`src/rtl/frog_game_ctrl.sv`:
```
// frog_game_ctrl: game-level sequencer for the frog sprite.
// Owns lives, score and the game state machine. Turns the raw direction
// buttons into single-hop requests and drives the frog's animate/dead
// inputs from collision and goal-line events. All state advances only on
// animation strobes; the synchronous reset acts on any clock edge.
module frog_game_ctrl #(
    parameter int LIVES        = 3,
    parameter int GOAL_Y       = 36,
    parameter int DEATH_FRAMES = 60,
    parameter int WIN_FRAMES   = 120
) (
    input  logic        i_clk,
    input  logic        i_rst_n,
    input  logic        i_ani_stb,
    input  logic        i_start_btn,
    input  logic        i_up_btn,
    input  logic        i_down_btn,
    input  logic        i_left_btn,
    input  logic        i_right_btn,
    input  logic        i_hit,
    input  logic [11:0] i_frog_y1,
    output logic        o_animate,
    output logic        o_dead,
    output logic        o_up,
    output logic        o_down,
    output logic        o_left,
    output logic        o_right,
    output logic [3:0]  o_lives,
    output logic [7:0]  o_score,
    output logic [2:0]  o_state
);

    localparam int MAX_FRAMES = (DEATH_FRAMES > WIN_FRAMES) ? DEATH_FRAMES : WIN_FRAMES;
    localparam int TW         = (MAX_FRAMES > 1) ? $clog2(MAX_FRAMES) : 1;

    localparam logic [2:0] ST_IDLE     = 3'd0;
    localparam logic [2:0] ST_PLAY     = 3'd1;
    localparam logic [2:0] ST_DYING    = 3'd2;
    localparam logic [2:0] ST_LEVEL_UP = 3'd3;
    localparam logic [2:0] ST_OVER     = 3'd4;

    localparam logic [TW-1:0] DEATH_LAST = TW'(DEATH_FRAMES - 1);
    localparam logic [TW-1:0] WIN_LAST   = TW'(WIN_FRAMES - 1);
    localparam logic [3:0]    LIVES_INIT = 4'(LIVES);
    localparam logic [11:0]   GOAL_ROW   = 12'(GOAL_Y);

    // Button vector order: {start, up, down, left, right}
    logic [4:0]    btn_s;
    logic [4:0]    press_s;
    logic [4:0]    btn_hist_r;

    logic [2:0]    state_r;
    logic [2:0]    state_nxt_s;
    logic [TW-1:0] timer_r;
    logic [TW-1:0] timer_nxt_s;
    logic [3:0]    lives_r;
    logic [3:0]    lives_nxt_s;
    logic [7:0]    score_r;
    logic [7:0]    score_nxt_s;
    logic [3:0]    hop_r;        // {up, down, left, right}
    logic [3:0]    hop_nxt_s;
    logic          animate_r;
    logic          animate_nxt_s;
    logic          dead_r;
    logic          dead_nxt_s;

    assign btn_s   = {i_start_btn, i_up_btn, i_down_btn, i_left_btn, i_right_btn};
    assign press_s = btn_s & ~btn_hist_r;

    // Next-state, counter and hop arbitration logic evaluated for the coming strobe
    always_comb begin
        state_nxt_s = state_r;
        timer_nxt_s = {TW{1'b0}};
        lives_nxt_s = lives_r;
        score_nxt_s = score_r;
        hop_nxt_s   = 4'b0000;
        case (state_r)
            ST_IDLE, ST_OVER: begin
                if (press_s[4]) begin
                    state_nxt_s = ST_PLAY;
                    lives_nxt_s = LIVES_INIT;
                    score_nxt_s = 8'd0;
                end else begin
                    state_nxt_s = state_r;
                end
            end
            ST_PLAY: begin
                if (i_hit) begin
                    state_nxt_s = ST_DYING;
                    // PLAY is never reached with zero lives; guard anyway
                    if (lives_r != 4'd0) begin
                        lives_nxt_s = lives_r - 4'd1;
                    end else begin
                        lives_nxt_s = 4'd0;
                    end
                end else if (i_frog_y1 <= GOAL_ROW) begin
                    state_nxt_s = ST_LEVEL_UP;
                    if (score_r != 8'd255) begin
                        score_nxt_s = score_r + 8'd1;
                    end else begin
                        score_nxt_s = score_r;
                    end
                end else begin
                    // Fixed priority: up > down > left > right
                    if (press_s[3]) begin
                        hop_nxt_s = 4'b1000;
                    end else if (press_s[2]) begin
                        hop_nxt_s = 4'b0100;
                    end else if (press_s[1]) begin
                        hop_nxt_s = 4'b0010;
                    end else if (press_s[0]) begin
                        hop_nxt_s = 4'b0001;
                    end else begin
                        hop_nxt_s = 4'b0000;
                    end
                end
            end
            ST_DYING: begin
                if (timer_r == DEATH_LAST) begin
                    if (lives_r == 4'd0) begin
                        state_nxt_s = ST_OVER;
                    end else begin
                        state_nxt_s = ST_PLAY;
                    end
                end else begin
                    timer_nxt_s = timer_r + {{(TW-1){1'b0}}, 1'b1};
                end
            end
            ST_LEVEL_UP: begin
                if (timer_r == WIN_LAST) begin
                    state_nxt_s = ST_PLAY;
                end else begin
                    timer_nxt_s = timer_r + {{(TW-1){1'b0}}, 1'b1};
                end
            end
            default: begin
                state_nxt_s = ST_IDLE;
            end
        endcase
    end

    // Frog control outputs follow the state being entered so they line up with o_state
    always_comb begin
        animate_nxt_s = 1'b0;
        dead_nxt_s    = 1'b0;
        case (state_nxt_s)
            ST_PLAY: begin
                animate_nxt_s = 1'b1;
                dead_nxt_s    = 1'b0;
            end
            ST_DYING, ST_LEVEL_UP: begin
                animate_nxt_s = 1'b1;
                dead_nxt_s    = 1'b1;
            end
            default: begin
                animate_nxt_s = 1'b0;
                dead_nxt_s    = 1'b0;
            end
        endcase
    end

    // State and output registers: reset on any edge, otherwise advance once per strobe
    always_ff @(posedge i_clk) begin
        if (!i_rst_n) begin
            state_r    <= ST_IDLE;
            timer_r    <= {TW{1'b0}};
            lives_r    <= LIVES_INIT;
            score_r    <= 8'd0;
            btn_hist_r <= 5'b00000;
            hop_r      <= 4'b0000;
            animate_r  <= 1'b0;
            dead_r     <= 1'b0;
        end else if (i_ani_stb) begin
            state_r    <= state_nxt_s;
            timer_r    <= timer_nxt_s;
            lives_r    <= lives_nxt_s;
            score_r    <= score_nxt_s;
            btn_hist_r <= btn_s;
            hop_r      <= hop_nxt_s;
            animate_r  <= animate_nxt_s;
            dead_r     <= dead_nxt_s;
        end
    end

    assign o_state   = state_r;
    assign o_lives   = lives_r;
    assign o_score   = score_r;
    assign o_animate = animate_r;
    assign o_dead    = dead_r;
    assign o_up      = hop_r[3];
    assign o_down    = hop_r[2];
    assign o_left    = hop_r[1];
    assign o_right   = hop_r[0];

endmodule

```
`config.mk`:
```
export PLATFORM = sky130hd
export DESIGN_NAME = frog_game_ctrl
export DESIGN_NICKNAME = d
export VERILOG_FILES = /design/src/rtl/frog_game_ctrl.sv
export SDC_FILE = /design/constraint.sdc
export NUM_CORES = 1
export LEC_CHECK = 0
export CAP_MARGIN = 10
export CORE_UTILIZATION = 39
export CTS_BUF_LIST = sky130_fd_sc_hd__clkbuf_4 sky130_fd_sc_hd__clkbuf_8
export CTS_CLUSTER_SIZE = 16
export DETAILED_ROUTE_END_ITERATION = 6
export HOLD_SLACK_MARGIN = 0.1
export PLACE_DENSITY_LB_ADDON = 0.05
export REMOVE_ABC_BUFFERS = 1
export SLEW_MARGIN = 20
export SYNTH_ARGS = -nofsm -noshare
export SYNTH_HDL_FRONTEND = slang
export SYNTH_SLANG_ARGS = --single-unit
export TNS_END_PERCENT = 50
```
`constraint.sdc`:
```
create_clock -name i_clk -period 2.1 [get_ports i_clk]
set_input_delay 0.42 -clock i_clk [delete_from_list [all_inputs] [get_ports i_clk]]
set_output_delay 0.42 -clock i_clk [all_outputs]
set_load 0.05 [all_outputs]
```
==> impl_results.md <==
* Outcome: finished clean
* Clk Tree Root Cell: clkbuf_8
* Final setup fails at 0
* Critical path's largest stage delay at around 0.84 ns
* Synth Register Bits at 33
* Worst Setup Path Type: reg2out
* Initial antenna violation count at 0
* Fin crit share at ~93%
* Die height at slightly below 70 um
* CP max-delay cell: clkdlybuf4s50_1
* CTS tree: done
* NumNets Final at around 280
* RSZ-0062 raised after global routing: false
* GRT overflow at 0
* First-pass DRT Iterations at 4
* Clock skew at around 0.0028 ns
* Slew HR at between 60% and 70%
* Total number of yosys warnings at 0
* Most frequent cells in the layout: clkdlybuf4s50_1 (38), dfxtp_1 (33), buf_4 (19)
* I/O pins at 42
* Crit end category: output port
* Vias in the first global route at roughly 1,600
* Area contributors post-synth: dfxtp_1 (38%), nor2b_1 (5.0%), mux2i_1 (4.6%)
* Nature of the critical path startpoint: flip-flop
* Chip width at 68.9 um
* Final Wtd Congestion at ~0.9
* Clock transition at path regs at around 0.060 ns
* Area after DPL at approximately 0.0023 mm2
* Via count at approximately 1,700
* Syn avg cell area at between 8 and 9 um2
* H-Tree Depth at 2
* Drt total wl at about 4400 um
* Critical Path RT at between 1.5 and 2 ns
* Layout cells sized above 1 at 15.4%
* CP bufs+invs at 1
* Hold Fails Final Rpt at 0
* Leading area contributor after synthesis: dfxtp_1
* Setup TNS at 0 ns
* Finished Cell Area at 0.00242 mm2
* Worst hold path class: reg2reg
* Netlist cell types at 46
* Later-pin clock latency in the skew report at around 0.28 ns
* GRT Total Usage at 20.9%
* Core Util, Final at between 50 and 60%
* Most common cell after layout, fill and taps aside: clkdlybuf4s50_1
* Min Hold Slack at slightly below 0.5 ns
* Row count at 23
* Antenna-violating nets left at 0
* Clk buf depth at 2
* Antenna Cells at 0
* Share of the yosys chip area belonging to registers at between 30% and 40%
* Max Fclk at just over 500 MHz
* Pleak at ~0.96 nW
* # DRC at 0
* Pin count of the biggest net entering global routing at 23
* Worst path top cell family by delay: buffers and inverters
* Crit path time final at 1.96 ns
* Setup ws final at about 0.14 ns
* DR iter-0 viols at 75
* Final slew viol count at 0
* CP Cell Sequence: clkdlybuf4s50_1
* Maximum VDD drop at roughly 370 uV
* Mapped cell area at 0.00174 mm2
* Place WS at -0.0868 ns
* DP HPWL at around 3300 um
* Maxcap violations at 0
* PortBufs at roughly 40
* First-pass GRT wire length at between 7000 and 8000 um
* Core box area at slightly above 0.004 mm2
* Non-filler cells, final at approximately 310
* Post-synth top area share at 37.9%
* Initial core utilization at a little over two fifths
* Routed vias/inst at between 5 and 6
* Clk sink count at 33
* Critical Path Fanout Max at 6
* Post-layout total power at 1.34 mW
* DR WL/cell at 14.3 um
* Tightest Pin Transition at around 0.53 ns
* Synthesis-to-layout area growth at 39.1%
* Placed cell count at roughly 300
* Die Area at 0.00474 mm2
* Synthesized instance count at 200
* CP arrival at 1.54 ns
* CTS buffer count at 5
* Pwr Density at 553 mW/mm2
==> worst paths after layout <==
path / start / to / slack, ns / cells past startpoint
hold reg to reg: hop_r[2] / hop_r[2] / 0.48 / 2
setup reg to reg: o_score[0] / o_score[6] / 0.22 / 7
setup / recovery: o_lives[2] / o_lives[2] / 0.14 / 1
hold / removal: hop_r[2] / hop_r[2] / 0.48 / 2
==> final cells by class <==
| type | count | area, um2 |
|---|---|---|
| Fill cell | 364 | 1720 |
| Multi-Input combinational cell | 151 | 1020 |
| Sequential cell | 33 | 661 |
| Timing Repair Buffer | 59 | 556 |
| Clock buffer | 7 | 90.1 |
| Tap cell | 50 | 62.6 |
| Inverter | 9 | 33.8 |
==> synthesized netlist by cell type, drive strengths merged <==
| cell | number |
|---|---|
| and2 | 3 |
| nor2 | 13 |
| a32oi | 2 |
| o211a | 1 |
| o2111ai | 1 |
| ha | 2 |
| nand3 | 9 |
| o21a | 6 |
| inv | 9 |
| a22o | 2 |
| a2111oi | 1 |
| nand4b | 4 |
| o32a | 1 |
| or3b | 1 |
| or2 | 1 |
| nand4 | 2 |
| clkbuf | 7 |
| xnor2 | 1 |
| nand2 | 11 |
| o211ai | 1 |
| dfxtp | 33 |
| and4b | 1 |
| nand3b | 2 |
| a31o | 4 |
| and3 | 8 |
| nor4 | 3 |
| nor2b | 14 |
| a31oi | 12 |
| nand2b | 9 |
| o21ai | 8 |
| o22ai | 1 |
| o31ai | 1 |
| a21oi | 4 |
| mux2i | 8 |
| nor4b | 1 |
| o221a | 1 |
| o2bb2ai | 1 |
| nor4bb | 1 |
| o2111a | 1 |
| nor3b | 3 |
| nor3 | 1 |
| a21boi | 4 |
| or2b | 1 |
==> cells by family (layout without fill, tap and decap cells) <==
logic type | Yosys count | after routing | share of synthesized area [%]
flip-flops | 33 | 33 | 37.9
multiplexers | 8 | 8 | 4.59
XOR/XNOR | 1 | 1 | 0.503
adder cells (fa/ha/maj) | 2 | 2 | 1.44
AO/OA/AOI/OAI | 52 | 52 | 22.0
buffers and inverters | 16 | 75 | 3.45
AND/OR/NAND/NOR | 88 | 88 | 30.2
==> timing repair <==
| action | 4_1_cts | 5_1_grt |
|---|---|---|
| setup buffers | 0 | 0 |
| hold buffers | 0 | 0 |
| endpoints found under the setup margin | 0 | 1 |
| gates resized for setup | 0 | 1 |
==> worst min-delay path: cells and delay by family, from the launching register on <==
kind	cells	cell delay [ns]
DFF	1	0.31
AOI/OAI and AO/OA	1	0.07
and+or+nand+nor	1	0.05
==> state kept, by name (all words and copies together), names as in the netlist <==
register	flops
btn_hist_r	5
hop_r	4
o_animate	1
o_dead	1
o_lives	4
o_score	8
o_state	3
timer_r	7
==> where the power goes <==
group,switching [mW],internal (mW),leakage [nW]
clock network,0.215,0.273,0.0477
registers,0.0123,0.639,0.267
logic,0.101,0.102,0.644
==> per-layer routing <==
metal	global-route usage, %	up-vias	routed length [um]	share of wire, %
met1	25.2	829	1980	45
li1	-	853	-	-
met5	0	-	0	0
met4	8.93	0	40	0.90
met2	34.7	56	2130	48
met3	5.59	5	267	6.0
Power figures use the tool's default switching activity.
==> RTL edit 1: new RTL, same flow settings <==
Set the parameter `DEATH_FRAMES` to 30 (it was 60).
--- a/src/rtl/frog_game_ctrl.sv
+++ b/src/rtl/frog_game_ctrl.sv
@@ -6,7 +6,7 @@
 module frog_game_ctrl #(
     parameter int LIVES        = 3,
     parameter int GOAL_Y       = 36,
-    parameter int DEATH_FRAMES = 60,
+    parameter int DEATH_FRAMES = 30,
     parameter int WIN_FRAMES   = 120
 ) (
     input  logic        i_clk,
Behaviour: same outputs for any inputs over 10 cycles, from zero or initial values and one cycle with i_rst_n low; that may be too few to reach the edited logic, so the function may still have changed.
==> RTL edit 1 against the unedited design <==
Synthesized area decreased by 0.93%; sequential cell count unchanged; power decreased by 0.62%; worst setup slack got worse by 0.016 ns; cell area decreased by 2.6%; routed wire length decreased by 5.3%; maximum frequency decreased by 0.79%; critical path type unchanged; critical endpoint is now o_score[6]; largest power group unchanged.
==> RTL edit 1: results (changes against the unedited design) <==
power_leakage_nw: 0.872  # -9.1%
cts_setup_buffers: 0  # unchanged
clk_latency_ns: 0.28  # about the same
ys.flop_type: "dfxtp_1"
vias_per_cell: 5.37  # -4.8%
vias: 1659  # -4.8%
largest_reg_flops: 8  # unchanged
grt_pass1_vias: 1547  # -5.3%
yosys-top-cells-count: "nor2_1, dfxtp_1, mux2i_1, nand2_1, nand3_1"
finClkSkew_ns: 0.00753  # +0.00475 ns
drt_iter0_markers: 83  # +11%
cp_top_family: "buffers and inverters"
first_pass_iters: 4  # unchanged
status: "complete, no violations"
synth.area.top_cells: "dfxtp_1, mux2i_1, nor2_1"
slowest_stage: "clkdlybuf4s50_1"
avgSynthCellArea_um2: 8.55  # -1.9%
grt_pass1_wl_mm: 6.78  # -7.3%
num_antenna_cells: 0  # unchanged
grt_max_degree: 19  # -17%
clockBufferDepth: 2  # unchanged
gp_congestion: 0.758  # -13%
antenna_found_initial: 0  # unchanged
io_buffer_count: 41  # unchanged
grt_usage_pct: 19.5  # -1.4 points
htree_levels: 2  # unchanged
yosysWarnings: 0  # unchanged
clk_pin_slew_worst_paths_ns: 0.07
placed_cells: 301  # -0.33%
cts-root-buf: "clkbuf_8"
critical-path-max-stage-delay_ns: 0.84  # about the same
worstPathMaxFanout: 6  # unchanged
fin_crit_sh_pct: 94.0  # +0.74 points
crit_arrival_ns: 1.55
ir_drop_mv: 0.330  # -11%
cts_made_buffers: 5  # unchanged
fillers: 373  # +2.5%
tightestPinTransition_ns: 0.595  # +0.0693 ns
synth_cell_type_count: 52  # +13%
async_flop_share_pct: 0  # unchanged
seq_area_frac_synth_pct: 38.3  # +0.36 points
worstHoldPathType: "reg2reg"
drive_above_1_share_pct: 10.8  # -4.6 points
wirelength_mm: 4.19  # -5.3%
num-nets-final: 282  # unchanged
dp_hpwl_mm: 3.12  # -6.5%
[RTL edit 1: cell count changes after synthesis, sizes merged, moves of 4 or more]
cell    change
a31o        -4
a31oi      -11
buf         +4
clkbuf      -4
inv         -6
mux2i       +5
nor2       +21
nor2b       -9
o21a        -4
o22a        +4
[RTL edit 1: cells by family (layout without fill, tap and decap cells)]
family,after synthesis,in the layout,share of synthesized area (%)
XOR/XNOR,3,3,1.52
multiplexers,13,13,7.54
flip-flops,33,33,38.3
AND/OR/NAND/NOR,98,98,30.5
AO/OA/AOI/OAI,41,41,16.8
buffers and inverters,11,68,3.19
adder cells (fa/ha/maj),3,3,2.17
[RTL edit 1: through the flow]
step	utilization, %	setup WS, ns	area [um2]
2_1_floorplan	-	-0.108	1690
3_3_place_gp	55.1	0.00695	2270
3_5_place_dp	55.1	-0.0343	2270
4_1_cts	57.3	0.0401	2360
5_1_grt	57.4	0.0236	2360
6_report	57.4	0.126	2360
[RTL edit 1: worst register-to-register path: stages, from the launching register on]
cell and delay (ns):
dfxtp_1 0.41, ha_1 0.17, nand4bb_1 0.16, o311ai_1 0.55, nor3_1 0.18, a211oi_1 0.23, o21ai_0 0.10
[RTL edit 1: path summary, 6_finish.rpt]
kind                    from    endpoint  slack, ns  depth (start not counted)
setup / recovery  o_score[6]  o_score[6]       0.13                          1
hold / removal      hop_r[1]    hop_r[1]       0.49                          1
setup reg to reg  timer_r[0]   o_animate       0.18                          6
hold reg to reg     hop_r[1]    hop_r[1]       0.49                          1
[RTL edit 1: area by class of cell]
class                           instances  area share, %
Clock buffer                            7           3.55
Clock inverter                          1          0.318
Inverter                                4          0.636
Multi-Input combinational cell        158           42.8
Sequential cell                        33           28.0
Tap cell                               50           2.65
Timing Repair Buffer                   56           22.0
[RTL edit 1: report_power, final]
group | internal [mW] | switching (mW)
sequential | 0.638 | 0.0106
combinational | 0.0963 | 0.0962
clock | 0.260 | 0.232
[RTL edit 1: per-layer routing]
metal	part of all wire, %	vias up	GRT usage (%)
li1	-	846	-
met1	46	772	21.9
met2	49	35	34.9
met3	3.8	6	5.59
met4	1.2	0	6.51
met5	0	-	0
[RTL edit 1: timing repair]
item                                   4_1_cts  5_1_grt
endpoints found under the hold margin        0        0
setup endpoints to repair                    0        1
gates resized for setup                      0        1
==> RTL edit 2: new RTL, same flow settings <==
Made on the original files. Compare `timer_r` against `DEATH_LAST` with >= in place of ==.
--- a/src/rtl/frog_game_ctrl.sv
+++ b/src/rtl/frog_game_ctrl.sv
@@ -116,7 +116,7 @@
                 end
             end
             ST_DYING: begin
-                if (timer_r == DEATH_LAST) begin
+                if (timer_r >= DEATH_LAST) begin
                     if (lives_r == 4'd0) begin
                         state_nxt_s = ST_OVER;
                     end else begin
Check against the original RTL: same outputs for any inputs over 10 cycles, from zero or initial values and one cycle with i_rst_n low; that may be too few to reach the edited logic, so the function may still have changed.
==> RTL edit 2 against the unedited design <==
Synthesized area decreased by 2.6%; sequential cell count unchanged; core utilization decreased by 0.31 points; cell area decreased by 1.9%; routed wire length decreased by 5.0%; hold slack got worse by 0.0081 ns; global-route usage decreased by 0.90 points; clock skew increased by 0.0045 ns; power increased by 13%; clock power increased by 30%; worst setup slack got worse by 0.073 ns; critical endpoint is now o_state[1].
==> RTL edit 2: results (changes against the unedited design) <==
r2r_end: "o_state[1]"
rr_worst_depth: 6  # -1
place_area_um2: 2260  # -3.2%
gp_congestion: 0.789  # -9.7%
clk_latency_ns: 0.28  # about the same
vias_per_cell: 5.50  # -2.5%
fin_cells: 306  # -0.97%
rrSetupSlack_ns: 0.15  # -0.07 ns
power_leakage_nw: 0.911  # -5.1%
ir_drop_mv: 0.400  # +7.4%
min_delay_worst_endpoint: "hop_r[3]"
grt_pass1_vias: 1573  # -3.7%
yosys-top-cells-count: "dfxtp_1, nor2_1, nand2_1, nand4_1, nand3_1"
syn_to_final_growth_pct: 40.1
worstHoldStart: "hop_r[3]"
whs_path_depth: 2  # unchanged
seq_share_pct: 27.8  # +0.53 points
yosysWarnings: 0  # unchanged
seq_area_frac_synth_pct: 38.9  # +1.0 points
crit_start: "o_state[1]"
synth_cell_type_count: 59  # +28%
grt_usage_pct: 20.0  # -0.90 points
grt_max_degree: 16  # -30%
synth.area.top_cells: "dfxtp_1, nand4_1, nor2_1"
core-area_um2: 4090  # -1.4%
cp_top_family: "buffers and inverters"
wirelength_mm: 4.21  # -5.0%
finClkSkew_ns: 0.00733  # +0.00455 ns
whs_ns: 0.476  # -0.00811 ns
dp_hpwl_mm: 3.19  # -4.7%
reg2reg_from: "timer_r[0]"
nonClkBufAreaFrac_pct: 22.4  # -0.50 points
status: "complete, no violations"
multi_input_area_um2: 980  # -4.2%
n_all_buffers: 58  # -1.7%
placed_cells: 298  # -1.3%
final-clk-cell-share_pct: 5.05  # +1.3 points
dpl_worst_slack_ns: -0.188  # -0.101 ns
worstPathMaxFanout: 8  # +2
max_slew_margin_pct: 66.3  # +1.5 points
grt_pass1_wl_mm: 6.94  # -5.1%
drt_iter0_markers: 111  # +48%
fillers: 376  # +3.3%
critical-path-max-stage-delay_ns: 0.86  # +0.02 ns
period_needed_ns: 2.03  # +0.0731 ns
num-nets-final: 278  # -1.4%
crit_path_end: "o_state[1]"
inverters: 6  # -3
RTL edit 2: cell types whose count changed after synthesis, sizes merged, moves of 6 or more:
cell / unedited run / this run
nor2b: 14 / 6
nor2: 13 / 19
a31oi: 12 / 1
and3: 8 / 1
nand4: 2 / 15
nand2b: 9 / 1
RTL edit 2: kinds of logic after synthesis:
kind of cell    Yosys count  share of synthesized area, %
buf+inv                  13                          3.39
compound gates           39                          16.1
mux                       7                          4.13
fa+ha+maj                 2                          1.47
xor+xnor                  3                          1.55
flops                    33                          38.9
simple gates            100                          34.5
RTL edit 2: power breakdown:
group | internal (mW) | switching [mW] | total [mW]
logic | 0.103 | 0.117 | 0.219
clock network | 0.400 | 0.234 | 0.634
registers | 0.643 | 0.0188 | 0.661
total | 1.15 | 0.369 | 1.51
RTL edit 2: metal layers:
layer	vias up	GRT usage, %	wire length [um]
met1	778	25.6	2050
met5	-	0	0
met4	0	5.47	36
met2	44	32.7	1900
met3	5	5.50	223
li1	856	-	-
